[src/rtl/usb_line_monitor.sv]
// USB D+/D- line monitor: synchronizes the raw lines and tracks bus idle, SE0 glitches, EOP and SE1 events.
// Optional build macro USB_LINE_FILTER_EN adds a two-sample glitch filter ahead of line_state.
module usb_line_monitor #(
    parameter int unsigned SYNC_STAGES    = 2,
    parameter int unsigned EOP_MIN_CYCLES = 3,
    parameter int unsigned IDLE_CYCLES    = 8
) (
    input  logic       clk,
    input  logic       rst,
    input  logic       Dplus,
    input  logic       Dminus,
    output logic [1:0] line_state,
    output logic       Edge,
    output logic       EOP,
    output logic       eop_done,
    output logic       eop_err,
    output logic       idle,
    output logic       se1_err
);

    localparam int unsigned MAX_CNT = (EOP_MIN_CYCLES > IDLE_CYCLES) ? EOP_MIN_CYCLES : IDLE_CYCLES;
    localparam int unsigned CNT_W   = $clog2(MAX_CNT + 1);
    localparam logic [CNT_W-1:0] EOP_LIM  = CNT_W'(EOP_MIN_CYCLES);
    localparam logic [CNT_W-1:0] IDLE_LIM = CNT_W'(IDLE_CYCLES);
    localparam logic [CNT_W-1:0] CNT_ONE  = CNT_W'(1);

    localparam logic [1:0] LS_SE0 = 2'b00;
    localparam logic [1:0] LS_J   = 2'b10;
    localparam logic [1:0] LS_SE1 = 2'b11;

    typedef enum logic [1:0] {
        ST_IDLE,
        ST_ACTIVE,
        ST_SE0_CNT,
        ST_EOP
    } state_t;

    logic [1:0]       sync_q [SYNC_STAGES];
    logic [1:0]       sync_d [SYNC_STAGES];
    logic [1:0]       ls;
    logic [1:0]       prev_q, prev_d;
    state_t           state_q, state_d;
    logic [CNT_W-1:0] se0_cnt_q, se0_cnt_d;
    logic [CNT_W-1:0] j_cnt_q, j_cnt_d;
    logic             edge_q, edge_d;
    logic             eop_q, eop_d;
    logic             eop_done_q, eop_done_d;
    logic             eop_err_q, eop_err_d;
    logic             idle_q, idle_d;
    logic             se1_err_q, se1_err_d;

    function automatic logic [CNT_W-1:0] sat_inc(input logic [CNT_W-1:0] c);
        return (c == {CNT_W{1'b1}}) ? c : c + CNT_ONE;
    endfunction

    always_comb begin
        sync_d[0] = {Dplus, Dminus};
        for (int unsigned i = 1; i < SYNC_STAGES; i++) begin
            sync_d[i] = sync_q[i-1];
        end
    end

`ifdef USB_LINE_FILTER_EN
    // Accept the last stage only when the stage behind it agrees: two identical samples, one extra cycle.
    logic [1:0] ls_q, ls_d;
    always_comb begin
        ls_d = ls_q;
        if (sync_q[SYNC_STAGES-1] == sync_q[SYNC_STAGES-2]) begin
            ls_d = sync_q[SYNC_STAGES-1];
        end
    end
    assign ls = ls_q;
`else
    assign ls = sync_q[SYNC_STAGES-1];
`endif

    // Next-state logic; the J run counter tracks consecutive J samples regardless of state.
    always_comb begin
        state_d    = state_q;
        se0_cnt_d  = se0_cnt_q;
        j_cnt_d    = (ls == LS_J) ? sat_inc(j_cnt_q) : '0;
        eop_done_d = 1'b0;
        eop_err_d  = 1'b0;
        prev_d     = ls;
        edge_d     = (ls != prev_q);
        se1_err_d  = (ls == LS_SE1) && (prev_q != LS_SE1);

        case (state_q)
            ST_IDLE, ST_ACTIVE: begin
                if (ls == LS_SE0) begin
                    se0_cnt_d = CNT_ONE;
                    state_d   = (CNT_ONE >= EOP_LIM) ? ST_EOP : ST_SE0_CNT;
                end else if (ls != LS_J) begin
                    state_d = ST_ACTIVE;
                end else if (state_q == ST_ACTIVE && j_cnt_d >= IDLE_LIM) begin
                    state_d = ST_IDLE;
                end
            end
            ST_SE0_CNT: begin
                if (ls == LS_SE0) begin
                    se0_cnt_d = sat_inc(se0_cnt_q);
                    if (se0_cnt_d >= EOP_LIM) begin
                        state_d = ST_EOP;
                    end
                end else begin
                    se0_cnt_d = '0;
                    state_d   = ST_ACTIVE;
                end
            end
            ST_EOP: begin
                if (ls != LS_SE0) begin
                    se0_cnt_d = '0;
                    if (ls == LS_J) begin
                        state_d    = ST_IDLE;
                        eop_done_d = 1'b1;
                    end else begin
                        state_d   = ST_ACTIVE;
                        eop_err_d = 1'b1;
                    end
                end
            end
            default: begin
                state_d   = ST_IDLE;
                se0_cnt_d = '0;
            end
        endcase

        eop_d  = (state_d == ST_EOP);
        idle_d = (state_d == ST_IDLE);
    end

    always_ff @(posedge clk) begin
        if (rst) begin
            for (int unsigned i = 0; i < SYNC_STAGES; i++) begin
                sync_q[i] <= LS_J;
            end
`ifdef USB_LINE_FILTER_EN
            ls_q       <= LS_J;
`endif
            prev_q     <= LS_J;
            state_q    <= ST_IDLE;
            se0_cnt_q  <= '0;
            j_cnt_q    <= '0;
            edge_q     <= 1'b0;
            eop_q      <= 1'b0;
            eop_done_q <= 1'b0;
            eop_err_q  <= 1'b0;
            idle_q     <= 1'b1;
            se1_err_q  <= 1'b0;
        end else begin
            for (int unsigned i = 0; i < SYNC_STAGES; i++) begin
                sync_q[i] <= sync_d[i];
            end
`ifdef USB_LINE_FILTER_EN
            ls_q       <= ls_d;
`endif
            prev_q     <= prev_d;
            state_q    <= state_d;
            se0_cnt_q  <= se0_cnt_d;
            j_cnt_q    <= j_cnt_d;
            edge_q     <= edge_d;
            eop_q      <= eop_d;
            eop_done_q <= eop_done_d;
            eop_err_q  <= eop_err_d;
            idle_q     <= idle_d;
            se1_err_q  <= se1_err_d;
        end
    end

    assign line_state = ls;
    assign Edge       = edge_q;
    assign EOP        = eop_q;
    assign eop_done   = eop_done_q;
    assign eop_err    = eop_err_q;
    assign idle       = idle_q;
    assign se1_err    = se1_err_q;

endmodule

[config.mk]
export PLATFORM = sky130hd
export DESIGN_NAME = usb_line_monitor
export DESIGN_NICKNAME = d
export VERILOG_FILES = /design/src/rtl/usb_line_monitor.sv
export SDC_FILE = /design/constraint.sdc
export NUM_CORES = 1
export LEC_CHECK = 0
export BUFFER_PORTS_ARGS = -buffer_cell sky130_fd_sc_hd__buf_2
export CAP_MARGIN = 30
export CORE_UTILIZATION = 45
export CTS_CLUSTER_SIZE = 12
export DETAILED_ROUTE_END_ITERATION = 8
export GPL_TIMING_DRIVEN = 1
export SYNTH_ARGS = -nofsm -noshare
export SYNTH_HDL_FRONTEND = slang
export SYNTH_SLANG_ARGS = --single-unit
[constraint.sdc]
create_clock -name clk -period 1.6 [get_ports clk]
set_clock_uncertainty 0.1 [all_clocks]
set_input_delay 0.32 -clock clk [delete_from_list [all_inputs] [get_ports clk]]
set_output_delay 0.32 -clock clk [all_outputs]
set_load 0.1 [all_outputs]
==> flow_summary.toml, run 1 <==
[outcome]
status = "complete, no violations"

[global_route]
overflow = 0
grt_usage_pct = 17.42
grt_pass1_vias = 617
grt_max_degree = 14
antenna_found_initial = 0
grt_pass1_wl_mm = 2.718

[timing]
tightestPinTransition_ps = 484.1
min_period_ps = 1494
hold_ws_ps = 89.61
fin_setup_tns_ps = 0
finalHoldViolCount = 0
clock.fmax_mhz = 669.2
maxSlewViolCount = 0
maxSlewHeadroom_pct = 67.95
period_share_pct = 93.40
rsz0062_at_grt = "no"
setup_viol = 0

[yosys]
yosys_warnings = 0
yosys-top-cells-area = "dfxtp_1, nor2_1, a21oi_1"
synth_top_area_cell = "dfxtp_1"
synth_edf_count = 0
ys_top_cells_by_count = "dfxtp_1, nor2_1, a21oi_1"
syn-num-nets = 103
synth.distinct_cells = 31
synth_cells = 97
synth-seq-cells = 22
yosysMostFrequentCell = "dfxtp_1"
synth-compound-area-share_pct = 11.43
avgSynthCellArea_sq_um = 9.365
syn-cell-area_sq_um = 908.4
synth_mux_area_share_pct = 2.617
synth_ff_type = "dfxtp_1"
synthAdderAreaFrac_pct = 2.755
yosys.area_share.xor_xnor_pct = 2.893
synth_top_family_by_area = "simple AND/OR/NAND/NOR gates"
synth_seq_area_share_pct = 48.48
yosys.area_share.simple_pct = 29.06
synth_top_area_share_pct = 48.48
synth-async-reset-ratio_pct = 0

[critical_path]
r2r_cells = 5
cpMaxStageDelayCell = "dfxtp_1"
reg2reg_setup_slack_ps = 110
critical_path_required_ps = 1710
worst_setup_path_end_kind = "flop"
start_kind = "flop"
crit_fanout = 4
max_stage_delay_ps = 370
timing.rr.start = "j_cnt_q[0]"
arrival_ps = 1610
path_class = "reg -> reg"
r2r_end = "idle"
path_cells = "ha_1, nand4b_1, a211oi_2, nor2_1, and2_1"
critPathBufInv = 0
path_delay_family = "simple AND/OR/NAND/NOR gates"

[cts]
post_cts_buffers = 0
numCtsBuffers = 3
root_buffer = "clkbuf_4"
cts_sinks = 22
clkLatencyLatePin_ps = 300
holdBufCountCts = 0
cts_max_level = 1
path_clk_slew_ps = 130
cts_tree = "built"
cts_buffer_depth = 2

[min_path]
whs_endpoint = "sync_q[0][1]"
holdCritStartpoint = "Dplus"
hp-class = "in -> reg"
min_path_cells = 2

[floorplanning]
io_pins = 12
start_util_pct = 50.42
die_w_um = 46.93
die_y_um = 46.93
rows = 15
coreArea_sq_um = 1802
dieArea_sq_um = 2202

[placement]
routabilityCongestion = 0.8277
port_buffers = 11
place_hpwl_mm = 1.173

[routing]
avgViaCountPerCell = 5.169
wl_met3_um = 43
wl_per_cell_um = 12.29
first_iter_violations = 15
routed.top_layer = "met4"
vias = 703
met2_length_um = 759
met1_length_um = 851
drcViolationCount = 0
drt_wl_total_mm = 1.671
antenna_left = 0
first_pass_iters = 4

[power]
power.density_nw_per_um2 = 1015
leakage_nw = 0.4124
ir_drop_uv = 623.4

[layout]
syn2layout_area_growth_pct = 16.80
n_antenna_cell = 0
drive_gt1_share_pct = 24.32
nets = 118

[flow_run]
drv_cap = 0
[state kept, by name, indices dropped and copies added (netlist names)]
signal and cells:
state_q 2, se0_cnt_q 4, sync_q 4, prev_q 2, eop_done 1, Edge 1, se1_err 1, idle 1
eop_err 1, j_cnt_q 4, EOP 1
[layout make-up]
cell class	instances	area (sq um)
clock buffer	4	47.55
fill	163	740.7
inverter	3	11.26
multi-input combinational	69	447.9
sequential	22	447.9
tap	25	31.28
timing repair buffer	13	75.07
[stage by stage]
step / total power, mW / cell area [sq um] / setup slack [ps] / instances / utilization, %
floorplan: 0.6967 / 915.9 / 85.79 / 97 / -
global placement: 0.7249 / 1003 / 120.8 / 132 / 55.69
detailed placement: 0.7270 / 1003 / 87.20 / 132 / 55.69
CTS: 1.091 / 1054 / 5.195 / 136 / 58.47
global route: 1.122 / 1061 / 35.50 / 136 / 58.89
finish: 1.077 / 1061 / 105.6 / 136 / 58.89
[metal layers]
layer / vias up / track usage, %
met1: 323 / 24.41
li1: 364 / -
met4: 0 / 6.857
met3: 2 / 3.462
met2: 14 / 26.39
met5: - / 0
[worst max-delay path by stage]
stage	to	from	cells past startpoint	slack, ps
after floorplan	idle	sync_q[0][3]	5	90
after global placement	idle	j_cnt_q[0]	5	120
after detailed placement	idle	j_cnt_q[0]	5	90
after CTS	line_state[0]	sync_q[0][2]	1	5
after global routing	idle	j_cnt_q[0]	5	40
final	idle	j_cnt_q[0]	5	110
[cells by family after synthesis]
family,Yosys count
xor gates and xnor gates,3
DFF,22
buffers and inverters,6
adders and majority gates,2
muxes,2
and+or+nand+nor,44
AOI/OAI and AO/OA,18
[timing repair]
item,in CTS,in global routing
resized for setup,1,3
gates cloned,0,0
pin swaps,0,0
setup endpoints to repair,1,4
[cells in the final DEF (no fill, tap or decap)]
cell and n:
clkbuf_16 1, dfxtp_4 2, nor2b_1 3, and3_1 1, and2_1 2, a31oi_1 1, o21ai_1 2, nor2_1 13
nand3b_1 1, a211oi_2 1, nand2b_1 1, o21ai_0 2, nand4bb_1 2, nor3_1 4, nand3_1 3, ha_1 2
o2bb2ai_1 1, buf_2 9, and4b_1 1, nor4b_4 1, or2_1 1, nor3_2 2, dfxtp_1 20, a41oi_1 1
a211oi_1 1, a21oi_1 9, nand4b_1 1, inv_1 3, clkbuf_4 4, buf_4 3, mux2i_1 1, xnor2_1 3
mux2i_2 1, nand2_1 5, or2_2 3
[power breakdown]
part	total, mW	switching (mW)	internal [mW]
registers	0.589	0.0216	0.567
logic	0.127	0.0883	0.0391
clock network	0.361	0.170	0.190
Note: power is estimated with default switching activity, not from simulation.
==> run 2: changes to the inputs <==
--- a/config.mk
+++ b/config.mk
@@ -11,6 +11,7 @@
 export CTS_CLUSTER_SIZE = 12
 export DETAILED_ROUTE_END_ITERATION = 8
 export GPL_TIMING_DRIVEN = 1
+export PLACE_DENSITY = 0.62
 export SYNTH_ARGS = -nofsm -noshare
 export SYNTH_HDL_FRONTEND = slang
 export SYNTH_SLANG_ARGS = --single-unit
==> flow_summary.toml, run 2 (same netlist as run 1, synthesis figures left out) <==
[power]
leakage_nw = 0.4129
p_int_uw = 796.8
ir_drop_uv = 637.5
power.total_mw = 1.074
seqPwrFrac_pct = 54.7
clkPwrFrac_pct = 33.5
power.density_nw_per_um2 = 1013
switchingPower_uw = 277.5
power_frac_comb_pct = 11.8
switching_share_pct = 25.83

[global_route]
grt_pass1_wl_mm = 2.684
overflow = 0
grt_max_degree = 14
grt_usage_pct = 17.83
grt_pass1_vias = 617
antenna_found_initial = 0

[layout]
final_core_util_pct = 58.89
drive_gt1_share_pct = 24.32
final_cell_mix = "dfxtp_1, nor2_1, a21oi_1, buf_2, nand2_1"
final_common_cell = "dfxtp_1"
n_antenna_cell = 0
nets = 118
syn2layout_area_growth_pct = 16.80
reg.largest.list = "j_cnt_q (4), se0_cnt_q (4), sync_q (4)"
n_fill_cell = 178

[timing]
maxSlewHeadroom_pct = 67.95
tightestPinTransition_ps = 484.1
clock.fmax_mhz = 670.4
min_period_ps = 1492
maxSlewViolCount = 0
finalHoldViolCount = 0
setup_viol = 0
rsz0062_at_grt = "no"
fin_setup_tns_ps = 0
period_share_pct = 93.23

[cts]
clkLatencyLatePin_ps = 310
numCtsBuffers = 3
root_buffer = "clkbuf_4"
holdBufCountCts = 0
cts_buffer_depth = 2
cts_max_level = 1
cts_sinks = 22
post_cts_buffers = 0
path_clk_slew_ps = 120
cts_tree = "built"

[critical_path]
path_cells = "buf_4"
critical_path_required_ps = 1180
path_class = "reg -> out"
worst_setup_path_end_kind = "output pin"
critPathBufInv = 1
cpMaxStageDelayCell = "dfxtp_4"
arrival_ps = 1070
max_stage_delay_ps = 450
path_delay_family = "flip-flops"
start_kind = "flop"
crit_fanout = 12

[floorplanning]
die_w_um = 46.93
coreArea_sq_um = 1802
io_pins = 12
start_util_pct = 50.42
rows = 15
dieArea_sq_um = 2202
die_y_um = 46.93

[min_path]
hp-class = "in -> reg"

[routing]
wl_per_cell_um = 11.44
antenna_left = 0
avgViaCountPerCell = 5.206
drt_wl_total_mm = 1.556
first_iter_violations = 8
drcViolationCount = 0
first_pass_iters = 4
vias = 708

[flow_run]
drv_cap = 0

[placement]
place_hpwl_mm = 1.116
routabilityCongestion = 0.8831
port_buffers = 11

[outcome]
status = "complete, no violations"
[run 2: cell types whose count changed in the layout (fill, tap and decap cells not counted), sizes merged]
cell	previous run	this run
buf	12	13
clkbuf	5	4
[run 2: power by group through the flow]
| stage | Combinational (mW) | Sequential (mW) | Clock [mW] |
|---|---|---|---|
| after global placement | 0.125 | 0.600 | 0 |
| after floorplan | 0.0508 | 0.646 | 0 |
| after global routing | 0.136 | 0.592 | 0.401 |
| final | 0.127 | 0.588 | 0.360 |
| after CTS | 0.127 | 0.588 | 0.375 |
| after detailed placement | 0.125 | 0.600 | 0 |
[run 2: cell type report]
| type | instances | area [sq um] | share of cell area [%] |
|---|---|---|---|
| sequential | 22 | 447.9 | 42.22 |
| clock buffer | 4 | 47.55 | 4.481 |
| tap | 25 | 31.28 | 2.948 |
| multi-input combinational | 69 | 447.9 | 42.22 |
| timing repair buffer | 13 | 75.07 | 7.075 |
| inverter | 3 | 11.26 | 1.061 |
[run 2: worst paths after layout]
check,startpoint,endpoint,slack [ps],depth (start not counted)
worst max register to register,j_cnt_q[0],idle,120,5
worst max-delay path,sync_q[0][3],line_state[1],110,1
worst min register to register,sync_q[0][1],sync_q[0][3],320,1
worst min-delay path,Dplus,sync_q[0][1],80,2
[run 2: routing by layer]
layer | GRT usage (%) | wire length, um | up-vias
li1 | - | - | 364
met1 | 24.47 | 780 | 330
met2 | 26.11 | 712 | 10
met3 | 3.462 | 37 | 4
met4 | 10.29 | 25 | 0
met5 | 0 | 0 | -
[run 2: stage by stage]
| step | hold WS (ps) | setup slack [ps] | area, sq um | std cells |
|---|---|---|---|---|
| 3_5_place_dp | 297.8 | 85.65 | 1003 | 132 |
| 3_3_place_gp | 295.7 | 122.9 | 1003 | 132 |
| 6_report | 83.68 | 108.3 | 1061 | 136 |
| 2_1_floorplan | 281.9 | 85.79 | 915.9 | 97 |
| 5_1_grt | 54.62 | 9.098 | 1061 | 136 |
| 4_1_cts | 71.59 | 69.91 | 1056 | 136 |
[run 2: repair_timing]
item | CTS | global route
setup endpoints to repair | 2 | 3
hold endpoints to repair | 0 | 0
resized for setup | 2 | 2
pin swaps | 0 | 0
